File: src/rtl/register_file_scoreboard.sv
// 16-entry register file with write-to-read bypass and a per-register pending-write scoreboard.
// Register 0 is optionally hard-wired to zero and excluded from the scoreboard.
`timescale 1ns/1ps
module register_file_scoreboard #(
    parameter int unsigned DATA_WIDTH = 16,
    parameter bit          ZERO_REG   = 1'b1
) (
    input  logic                  clk,
    input  logic                  rst,
    input  logic [3:0]            SrcReg1,
    input  logic [3:0]            SrcReg2,
    output logic [DATA_WIDTH-1:0] SrcData1,
    output logic [DATA_WIDTH-1:0] SrcData2,
    input  logic [3:0]            DstReg,
    input  logic                  WriteReg,
    input  logic [DATA_WIDTH-1:0] DstData,
    input  logic                  ReserveReg,
    input  logic [3:0]            ReserveId,
    output logic                  Busy1,
    output logic                  Busy2,
    output logic [15:0]           BusyVec
);

    logic [DATA_WIDTH-1:0] regs [16];
    logic [15:0]           busyQ;
    logic [15:0]           wordLine;
    logic [15:0]           setMask;
    logic                  hit1;
    logic                  hit2;

    always_comb begin
        wordLine = '0;
        setMask  = '0;
        if (WriteReg) begin
            wordLine[DstReg] = 1'b1;
        end
        if (ReserveReg) begin
            setMask[ReserveId] = 1'b1;
        end
        // Masking bit 0 here discards R0 writes and keeps its busy bit clear.
        if (ZERO_REG) begin
            wordLine[0] = 1'b0;
            setMask[0]  = 1'b0;
        end
    end

    always_ff @(posedge clk) begin
        if (rst) begin
            for (int unsigned i = 0; i < 16; i++) begin
                regs[i] <= '0;
            end
            busyQ <= '0;
        end else begin
            for (int unsigned i = 0; i < 16; i++) begin
                if (wordLine[i]) begin
                    regs[i] <= DstData;
                end
            end
            // Set after clear so a same-cycle reserve of the written id stays pending.
            busyQ <= (busyQ & ~wordLine) | setMask;
        end
    end

    assign hit1 = WriteReg && (DstReg == SrcReg1);
    assign hit2 = WriteReg && (DstReg == SrcReg2);

    always_comb begin
        SrcData1 = regs[SrcReg1];
        if (hit1) begin
            SrcData1 = DstData;
        end
        if (ZERO_REG && (SrcReg1 == 4'd0)) begin
            SrcData1 = '0;
        end
    end

    always_comb begin
        SrcData2 = regs[SrcReg2];
        if (hit2) begin
            SrcData2 = DstData;
        end
        if (ZERO_REG && (SrcReg2 == 4'd0)) begin
            SrcData2 = '0;
        end
    end

    assign Busy1   = busyQ[SrcReg1] & ~hit1;
    assign Busy2   = busyQ[SrcReg2] & ~hit2;
    assign BusyVec = busyQ;

endmodule
File: config.mk
export PLATFORM = sky130hd
export DESIGN_NAME = register_file_scoreboard
export DESIGN_NICKNAME = d
export VERILOG_FILES = /design/src/rtl/register_file_scoreboard.sv
export SDC_FILE = /design/constraint.sdc
export NUM_CORES = 1
export LEC_CHECK = 0
export ABC_AREA = 1
export BUFFER_PORTS_ARGS = -buffer_cell sky130_fd_sc_hd__buf_2
export CAP_MARGIN = 30
export CORE_ASPECT_RATIO = 1.5
export CORE_UTILIZATION = 50
export DETAILED_ROUTE_END_ITERATION = 8
export GPL_TIMING_DRIVEN = 0
export PLACE_DENSITY_LB_ADDON = 0.05
export RECOVER_POWER = 100
export SETUP_SLACK_MARGIN = 0.15
export SYNTH_ARGS = -nofsm -noshare
export SYNTH_HDL_FRONTEND = slang
export SYNTH_SLANG_ARGS = --single-unit
File: constraint.sdc
create_clock -name clk -period 5.1 [get_ports clk]
set_clock_uncertainty 0.05 [all_clocks]
set_input_delay 0.255 -clock clk [delete_from_list [all_inputs] [get_ports clk]]
set_output_delay 0.255 -clock clk [all_outputs]
set_load 0.005 [all_outputs]
==> metrics.txt <==
Syn Nets 2101; Via-to-Cell Ratio 5.71; first-pass GRT wire length 87800 um; Yosys cell types 35; top-area cell type share of the netlist area 47.6%; Routed WL 60700 um; Final ANT Viol Nets 0; Placement Setup Slack 2.59 ns; clk_lat worst skew 0.57 ns; yosys warns 0; vias in the first global route 14300; highest clock rate 273 MHz; WHS -0.000790 ns; CP startpoint kind input pin; # diodes 0; Slew HR -76.0%; Vias 14800; status finished, violations left; clock slew seen by the registers of the worst setup and hold paths 0.07 ns; post-CTS sizing 0; overall routing resource usage 39.9%; Rows 77; Crit Path Max Fanout 10; I/O pin count 86; Final Hold Vio Count 1; Post-synth top cells nand2_1, nor2_1, nand3_1; Worst-Margin Slew 2.61 ns; TritonCTS clock tree done; RSZ-0062 raised after global routing false; Req. time, crit path 4.80 ns; Fin Setup TNS 0 ns; top cells by area, synth edfxtp_1, nand2_1, nor2_1; Area growth syn-to-layout 11.6%; Mapped Cells 2065; Leakage 7.83 nW; CTS Buffer Depth 3; DP Wirelength 44300 um; Post-synth EDFFs 240; fraction of registers with async set/reset 0%; sequential area share after synthesis 49.5%; syn avg cell area 7.34 um2; Cell Pwr Density 316 nW/um2; Final WS setup 1.43 ns; Num CTS Buffers 26; final worst path period need 3.67 ns; MaxCap Viol Count 4; kind of critical path in -> out; Routed WL per cell 23.3 um; Final setup viols 0; first drt pass iteration count 8; violated checks hold timing, capacitance limit, slew limit; initial core utilization 51.1%; critical path capture point type primary output; Max Transition Viols Final 38; Yosys top cell by area edfxtp_1; Final Cycle Share 71.9%; # DRC 0; GPL Wtd Cong 1.01; largest net degree at the start of global routing 18; H-Tree Depth 1; worst hold path class in -> reg; First DRT Iteration DRCs 1829; worst vdd ir 0.000278 V; initial antenna violation count 0; core area 29700 um2; IO Port Bufs 75; Die Ht 215 um; clock root buffer clkbuf_16; gr ovfl total 0; CTS sink count 255; #FFs+latches synth 255; most frequent cell after synthesis nand2_1; die area 31000 um2; ys flop type edfxtp_1; layout cells sized above 1 8.79%; CP Data Arrival Time 3.36 ns; die width 144 um; Post-Synthesis Cell Area 15200 um2; NumNets Final 2222
power by group:
group | leakage, nW | internal (mW) | switching (mW)
logic | 5.00 | 0.253 | 0.668
registers | 2.43 | 2.44 | 0.0600
clock network | 0.399 | 1.05 | 0.866
total | 7.83 | 3.74 | 1.59
state kept, by name, summed over array words and instances, names as in the netlist:
register  flops
regs        240
BusyVec      15
logic make-up (layout without fill, tap and decap cells):
kind of cell	Yosys count	count (layout)	synth area share, %
other	1	1	0.0248
buffers and inverters	369	510	10.8
DFF	255	255	49.5
xor gates and xnor gates	2	2	0.116
and+or+nand+nor	1308	1308	35.0
AOI/OAI and AO/OA	130	130	4.53
routing by layer:
layer | routed length, um | vias up | part of all wire (%) | GRT usage, %
met5 | 0 | - | 0 | 0
met2 | 28800 | 933 | 48 | 65.5
met1 | 21200 | 6849 | 35 | 45.9
li1 | - | 6766 | - | -
met4 | 4490 | 0 | 7.4 | 27.5
met3 | 6210 | 296 | 10 | 8.65
cell usage in the layout (no fill, tap or decap), types with 7 or more instances in the layout:
cell / synthesis / final
clkbuf_2: 0 / 10
o22ai_1: 10 / 10
edfxtp_1: 240 / 240
clkbuf_16: 0 / 27
inv_1: 240 / 240
clkinv_1: 2 / 7
nor2_1: 349 / 350
dlygate4sd3_1: 0 / 11
nand2_1: 689 / 689
o21ai_1: 18 / 18
buf_4: 13 / 10
buf_2: 77 / 108
clkbuf_1: 14 / 68
buf_6: 14 / 14
dfxtp_1: 15 / 15
o21ai_0: 61 / 60
a21oi_1: 33 / 33
nand3_1: 250 / 250
worst max-delay path: stages:
cell	delay, ns
clkbuf_1	0.65
inv_4	0.12
nor2_1	0.60
clkbuf_1	0.76
nand2_1	0.11
nand3_1	0.13
nand2_1	0.05
nor2_1	0.20
nor2_1	0.07
nor2_1	0.25
clkbuf_1	0.16
worst paths after layout:
path / startpoint / end / slack [ns] / cells past startpoint
worst max-delay path: SrcReg2[0] / SrcData2[14] / 1.43 / 11
worst min-delay path: DstData[6] / regs[8][6] / -0.0008 / 3
worst max register to register: BusyVec[4] / BusyVec[4] / 3.74 / 3
worst min register to register: BusyVec[10] / BusyVec[10] / 0.48 / 2
stage by stage:
stage                     utilization, %  power, mW  cells  hold WS, ns  instance area [um2]
after global placement              54.0       3.42   2535        0.423                16000
after CTS                           57.6       5.30   2600     0.000480                17100
after floorplan                        -       3.07   2065        0.306                15200
after global routing                57.0       5.48   2601      0.00754                16900
after detailed placement            54.5       3.44   2541        0.431                16200
final                               57.0       5.34   2601    -0.000790                16900
timing repair:
action / in CTS / in global routing
hold buffers: 11 / 0
buffers inserted: 0 / 0
hold endpoints to repair: 13 / 0
cell type report:
type	instances	area (um2)
well taps	395	494
fillers	2946	12800
multi-input cells	1441	6000
inverters	246	926
clock buffers	37	733
flip-flops and latches	255	7510
repair buffers	93	489
plain buffers	123	681
clock inverters	11	78.8
Power figures use the tool's default switching activity.
